**src/rtl/ramp_sequencer.sv**
```systemverilog
// Ramp sequencer: drives an external up/down counter from a start value to a target,
// holds there while enabled, and ramps back to zero when enable drops.
module ramp_sequencer #(
    parameter int DW = 8,
    parameter int PW = 8
) (
    input  logic          clk,
    input  logic          clear,
    input  logic          enable,
    input  logic [DW-1:0] start_val,
    input  logic [DW-1:0] target,
    input  logic [PW-1:0] step_div,
    input  logic [DW-1:0] cnt_q,
    output logic [DW-1:0] cnt_d,
    output logic          cnt_clear_n,
    output logic          cnt_load,
    output logic          cnt_up_down,
    output logic          busy,
    output logic          pgood,
    output logic          cfg_err
);

    typedef enum logic [2:0] {
        IDLE,
        PRELOAD,
        RAMP_UP,
        HOLD,
        RAMP_DN
    } state_t;

    state_t        state;
    logic [PW-1:0] presc;
    logic [PW-1:0] div_q;
    logic [DW-1:0] tgt_q;

    logic tick;
    logic at_top;
    logic at_zero;

    assign tick    = (presc == div_q);
    assign at_top  = (cnt_q == tgt_q);
    assign at_zero = (cnt_q == '0);

    // NOTE: every register here uses <= so all updates see pre-edge values.
    always_ff @(posedge clk) begin
        if (clear) begin
            state   <= IDLE;
            presc   <= '0;
            tgt_q   <= '0;
            div_q   <= '0;
            cfg_err <= 1'b0;
        end else begin
            case (state)
                IDLE: begin
                    presc <= '0;
                    if (enable) begin
                        if (start_val > target) begin
                            cfg_err <= 1'b1;
                        end else if (!cfg_err) begin
                            state <= PRELOAD;
                            tgt_q <= target;
                            div_q <= step_div;
                        end
                    end else begin
                        cfg_err <= 1'b0;
                    end
                end
                PRELOAD: begin
                    state <= RAMP_UP;
                    presc <= '0;
                end
                RAMP_UP: begin
                    // Shutdown request outranks reaching the target.
                    if (!enable) begin
                        state <= RAMP_DN;
                        presc <= '0;
                    end else if (at_top) begin
                        state <= HOLD;
                        presc <= '0;
                    end else begin
                        presc <= tick ? '0 : presc + 1'b1;
                    end
                end
                HOLD: begin
                    presc <= '0;
                    if (!enable) state <= RAMP_DN;
                end
                RAMP_DN: begin
                    // Reaching zero outranks a resume request.
                    if (at_zero) begin
                        state <= IDLE;
                        presc <= '0;
                    end else if (enable) begin
                        state <= RAMP_UP;
                        presc <= '0;
                    end else begin
                        presc <= tick ? '0 : presc + 1'b1;
                    end
                end
                default: begin
                    state <= IDLE;
                    presc <= '0;
                end
            endcase
        end
    end

    // NOTE: defaults first so every path assigns every output and no latch is inferred.
    always_comb begin
        cnt_clear_n = 1'b1;
        cnt_load    = 1'b1;
        cnt_up_down = 1'b0;
        cnt_d       = cnt_q;
        case (state)
            IDLE: begin
                cnt_clear_n = 1'b0;
                cnt_load    = 1'b0;
                cnt_d       = '0;
            end
            PRELOAD: begin
                cnt_d = start_val;
            end
            RAMP_UP: begin
                if (!at_top && tick) begin
                    cnt_load    = 1'b0;
                    cnt_up_down = 1'b1;
                end
            end
            RAMP_DN: begin
                if (!at_zero && tick) cnt_load = 1'b0;
            end
            default: ;
        endcase
    end

    assign busy  = (state != IDLE);
    assign pgood = (state == HOLD);

endmodule
```
**config.mk**
```make
export PLATFORM = sky130hd
export DESIGN_NAME = ramp_sequencer
export DESIGN_NICKNAME = d
export VERILOG_FILES = /design/src/rtl/ramp_sequencer.sv
export SDC_FILE = /design/constraint.sdc
export NUM_CORES = 1
export LEC_CHECK = 0
export BUFFER_PORTS_ARGS = -buffer_cell sky130_fd_sc_hd__buf_2
export CELL_PAD_IN_SITES_DETAIL_PLACEMENT = 0
export CELL_PAD_IN_SITES_GLOBAL_PLACEMENT = 1
export CORE_MARGIN = 8
export CORE_UTILIZATION = 39
export CTS_CLUSTER_DIAMETER = 120
export CTS_CLUSTER_SIZE = 14
export DETAILED_ROUTE_END_ITERATION = 6
export HOLD_SLACK_MARGIN = 0.15
export MAX_ROUTING_LAYER = met4
export PLACE_DENSITY_LB_ADDON = 0.1
export SLEW_MARGIN = 20
export SYNTH_ARGS = -nofsm -noshare
export SYNTH_HDL_FRONTEND = slang
export SYNTH_SLANG_ARGS = --single-unit
```
**constraint.sdc**
```tcl
create_clock -name clk -period 2.3 [get_ports clk]
set_input_delay 0 -clock clk [delete_from_list [all_inputs] [get_ports clk]]
set_output_delay 0 -clock clk [all_outputs]
set_load 0.1 [all_outputs]
```
---- Word-level counts from Yosys, hierarchy flattened ----
Index checks and enable logic that the tools add are counted.
operators by class
  order comparisons ....................... 1
  multiplexer cells ....................... 24
  equal/unequal tests ..................... 13
  reductions and logical operators ........ 10
  bitwise gates (word level) .............. 2
  add/subtract/negate cells ............... 1
operators by type and width
  cell                                                                    number
  8-bit two-way mux                                                       5
  8-bit one-hot mux with 2 select lines                                   2
  3-bit two-way mux                                                       8
  8-bit equality test                                                     2
  3-bit one-hot mux with 5 select lines                                   1
  8-bit by 1-bit adder with 8-bit output (second input constant)          1
  8-bit greater-than comparator                                           1
  8-bit logical NOT                                                       1
  2-bit != test (second input constant)                                   4
  1-bit two-way mux                                                       7
  3-bit by 2-bit equality test with 1-bit output (second input constant)  2
  3-bit != test (second input constant)                                   2
  6-bit AND reduction                                                     1
  4-bit AND reduction                                                     1
  3-bit by 1-bit equality test with 1-bit output (second input constant)  1
  3-bit equality test (second input constant)                             1
  3-bit logical NOT                                                       1
  1-bit one-hot mux with 3 select lines                                   1
  3-bit nonzero test                                                      1
  1-bit logical AND                                                       2
  1-bit logical NOT                                                       2
  2-bit by 1-bit != test with 1-bit output (second input constant)        1
  1-bit inverter                                                          2
  2-bit AND reduction                                                     1
storage, ports and cells
  output and inout bits ................... 14
  input port bits ......................... 35
  word-level logic and storage cells ...... 56
  bits in registers ....................... 28

---- Longest topological paths before layout ----
  depth after elaboration ................. 5
  gate-level depth with buffers ........... 8
  depth with buffers taken out ............ 7

---- Worst setup path after synthesis ----
No wires, ideal clock.
  kind .................................... reg2out
  start ................................... register state[2]
  end ..................................... output cnt_d[0]
  data required time ...................... 2.300 ns
  path buffers ............................ 3
  setup slack ............................. -0.799 ns
  stages on the path, launching flop included .. 6
  data arrival time ....................... 3.099 ns
  cell sequence ........................... dfxtp_1 -> buf_6 -> or2_1 -> buf_6 -> clkbuf_1 -> o21ai_0
between the ends
  word-level cells in the longest chain between the ends .. 2
  elaborated cells on any way between the ends .. 3
  classes of those cells .................. 1 x eq/ne; 1 x mux; 1 x reduce/logical
RTL lines
  what                                                                                        line  RTL
  start: declaration                                                                          31    state_t state;
  start signal: assignment                                                                    47    state <= IDLE;
  start signal: assignment                                                                    60    state <= PRELOAD;
  start signal: assignment                                                                    69    state <= RAMP_UP;
  3-bit by 1-bit equality test with 1-bit output / 3-bit logical NOT (equally long branches)  114   case (state)
  8-bit one-hot mux with 2 select lines *                                                     114
  end: declaration                                                                            14    output logic [DW-1:0] cnt_d,
Every way passes the cells marked *; elsewhere a longest branch is shown, timed or not.

---- Final worst setup path ----
  start ................................... register div_q[7]
  end ..................................... output cnt_load
between the ends
  word-level cells in the longest chain between the ends .. 4
  elaborated cells on any way between the ends .. 6
  classes of those cells .................. 1 x eq/ne; 3 x mux; 2 x reduce/logical
RTL lines
  what                                         line      RTL
  start: declaration                           33        logic [PW-1:0] div_q;
  start signal: assignment                     62        div_q <= step_div;
  8-bit equality test *                        40        assign tick = (presc == div_q);
  1-bit logical AND, on equally long branches  130, 124
  1-bit two-way mux, on equally long branches  130, 124
  1-bit one-hot mux with 3 select lines *      114
  end: declaration                             16        output logic cnt_load,
Marked as above.

==> results_dict.tcl <==
set metrics [dict create \
    critPathKind "flop to output pin" \
    worstMarginPinSlew_ns 0.485 \
    final_common_cell "buf_2" \
    cts_resized 0 \
    cts_buffer_depth 2 \
    core_sq_mm 0.00469 \
    globalRouteTotalUtil_pct 12.7 \
    min_period_ns 2.04 \
    skew_ns 0.00216 \
    cts.htree.levels 1 \
    clock-sinks 28 \
    power-per-cell-area_mw_per_mm2 785 \
    cts_tree "done" \
    cp_max_fo 2 \
    viasPerCell 4.80 \
    synthDistinctLibCells 37 \
    final_cell_mix "buf_2, nand2b_1, dfxtp_1" \
    seqPwrFrac_pct 30.7 \
    p_switching_mw 0.865 \
    grt_start_max_net_pins 38 \
    critPathArrivalTime_ns 2.04 \
    synth_area_sq_mm 0.00189 \
    dpl.cell_count 317 \
    fin_cells 338 \
    yosysSeqAreaShare_pct 29.6 \
    die_x_microns 85.7 \
    numCtsBuffers 3 \
    drt-initial-drc-count 89 \
    yosys_warnings 0 \
    drtAntennaViolNets 0 \
    end_kind "output pin" \
    chipHeight_microns 85.7 \
    ios 49 \
    diodes 0 \
    drc 0 \
    placementRows 25 \
    vias 1623 \
    root_buffer "clkbuf_8" \
    finalPower_mw 1.88 \
    netlist_top_cells_area "dfxtp_1, nand2b_1, mux2i_1" \
    fin_util_pct 51.1 \
    fillers 495 \
    required_ns 2.30 \
    hold_violations 0 \
    synth_top_area_share_pct 29.6 \
    outcome "finished, final reports clean" \
    yosys.area.top_type "dfxtp_1" \
    synth_cells 225 \
    switching_share_pct 46.0 \
    pwr-share-comb_pct 48.4 \
    power_leakage_nw 1.07 \
    grt_pass1_wl_microns 7560 \
    slew_viol_final 0 \
    startpoint_type "flop" \
    die_area_sq_mm 0.00734 \
    grt_pass1_vias 1582 \
    max-slew-margin-rel_pct 67.7 \
    clock_latency_ns 0.28 \
    firstDrtPassIters 4 \
    routed_wl_microns 4460 \
    max-cap-violations 0 \
    io_buffers 48 \
    period_share_pct 88.7 \
    ys_ff_latch 28 \
    power_frac_clock_pct 20.9 \
    synth_nets 269 \
    setup-violations-final 0 \
    place_hpwl_microns 3430 \
    drive_gt1_share_pct 21.8 \
    syn-mean-instance-area_sq_um 8.41 \
    routabilityCongestion 0.749 \
    finalNetCount 329 \
    grt.overflow.total 0 \
    rsz0062_at_grt "no" \
    syn_to_final_growth_pct 26.6 \
    irDropWorstVdd_uv 387 \
    antenna_found_initial 0 \
    initial_utilization_pct 40.3 \
    clkTransAtPathRegs_ns 0.10 \
    fmax_ghz 0.490 \
    wl_per_cell_microns 13.2 \
    p_int_mw 1.02 \
    hp-class "input port to flop" \
    postCtsSetupRepairBufs 0 \
]
synth_stat cells:
cell type,number
o211ai_2,1
o2111ai_1,1
nor3_1,4
nor4_4,1
and3_1,3
a211o_1,1
o31a_1,1
nor4_1,3
nand2b_1,34
mux2i_1,17
a21oi_1,5
inv_1,13
o22a_1,2
o21a_1,1
a211oi_1,2
nand3_1,5
xnor2_1,10
o211ai_1,3
nand2_1,17
nor2_8,1
clkbuf_1,7
buf_6,3
o211a_1,1
nor2_1,14
nor2b_1,1
buf_2,1
dfxtp_1,28
a221oi_1,1
o21ai_0,11
xor2_1,13
o21bai_1,1
nand4_1,4
ha_1,9
or2_1,1
buf_4,2
nand2_2,1
or4_1,2
routing by layer:
metal / share of wire (%) / vias to the layer above / track usage [%]
met5: 0 / - / -
met4: 0.27 / 0 / 1.43
met3: 2.6 / 2 / 2.58
met2: 49 / 16 / 20.9
met1: 49 / 724 / 16.2
li1: - / 881 / -
worst max-delay path: stages (launching register included):
cell and delay [ns]:
dfxtp_1 0.33, xor2_1 0.16, nor4_1 0.46, o211ai_1 0.23, a21oi_1 0.22, o21bai_2 0.07
buf_2 0.29
cells by family (layout without fill, tap and decap cells):
family / Yosys count / in the layout / synth area share, %
adder cells (fa/ha/maj): 9 / 9 / 5.95
flip-flops: 28 / 28 / 29.6
multiplexers: 17 / 17 / 8.99
AND/OR/NAND/NOR: 91 / 91 / 27.0
buffers and inverters: 26 / 85 / 6.81
XOR/XNOR: 23 / 23 / 10.6
AO/OA/AOI/OAI: 31 / 31 / 11.0
what timing repair did:
| item | in CTS | in global routing |
|---|---|---|
| hold endpoints to repair | 18 | 0 |
| setup endpoints to repair | 0 | 0 |
| hold buffers | 17 | 0 |
power groups by stage:
stage               combinational (mW)  clock, mW  sequential [mW]
finish                           0.911      0.394            0.577
global route                     0.973      0.426            0.585
CTS                              0.920      0.406            0.578
detailed placement               0.896          0            0.589
global placement                 0.902          0            0.589
floorplan                        0.768          0            0.582
state kept, by name, indices dropped and copies added (netlist names):
| signal | cells |
|---|---|
| cfg_err | 1 |
| div_q | 8 |
| presc | 8 |
| state | 3 |
| tgt_q | 8 |
per-stage QoR:
stage,TNS (ns),hold slack [ns],cell area (sq um),worst slack [ns]
after floorplan,-0.0610,0.155,1910,-0.0610
after global placement,0,0.267,2160,0.522
after detailed placement,0,0.271,2160,0.509
after CTS,0,0.175,2400,0.219
after global routing,0,0.211,2400,0.0587
final,0,0.162,2400,0.260
area by class of cell:
class	count	area, sq um	area share [%]
flip-flops and latches	28	561	23.4
clock inverters	1	30.0	1.25
clock buffers	3	41.3	1.72
multi-input cells	171	1220	50.7
well taps	54	67.6	2.82
repair buffers	68	433	18.1
inverters	13	48.8	2.04
path summary, 6_finish.rpt:
check                               from       end  slack, ns  depth (start not counted)
worst min-delay path               clear  state[1]       0.16                          2
worst max register to register  state[1]  div_q[6]       0.59                          6
worst max-delay path            div_q[7]  cnt_load       0.26                          6
worst min register to register  div_q[1]  div_q[1]       0.49                          2
Power figures use the tool's default switching activity.
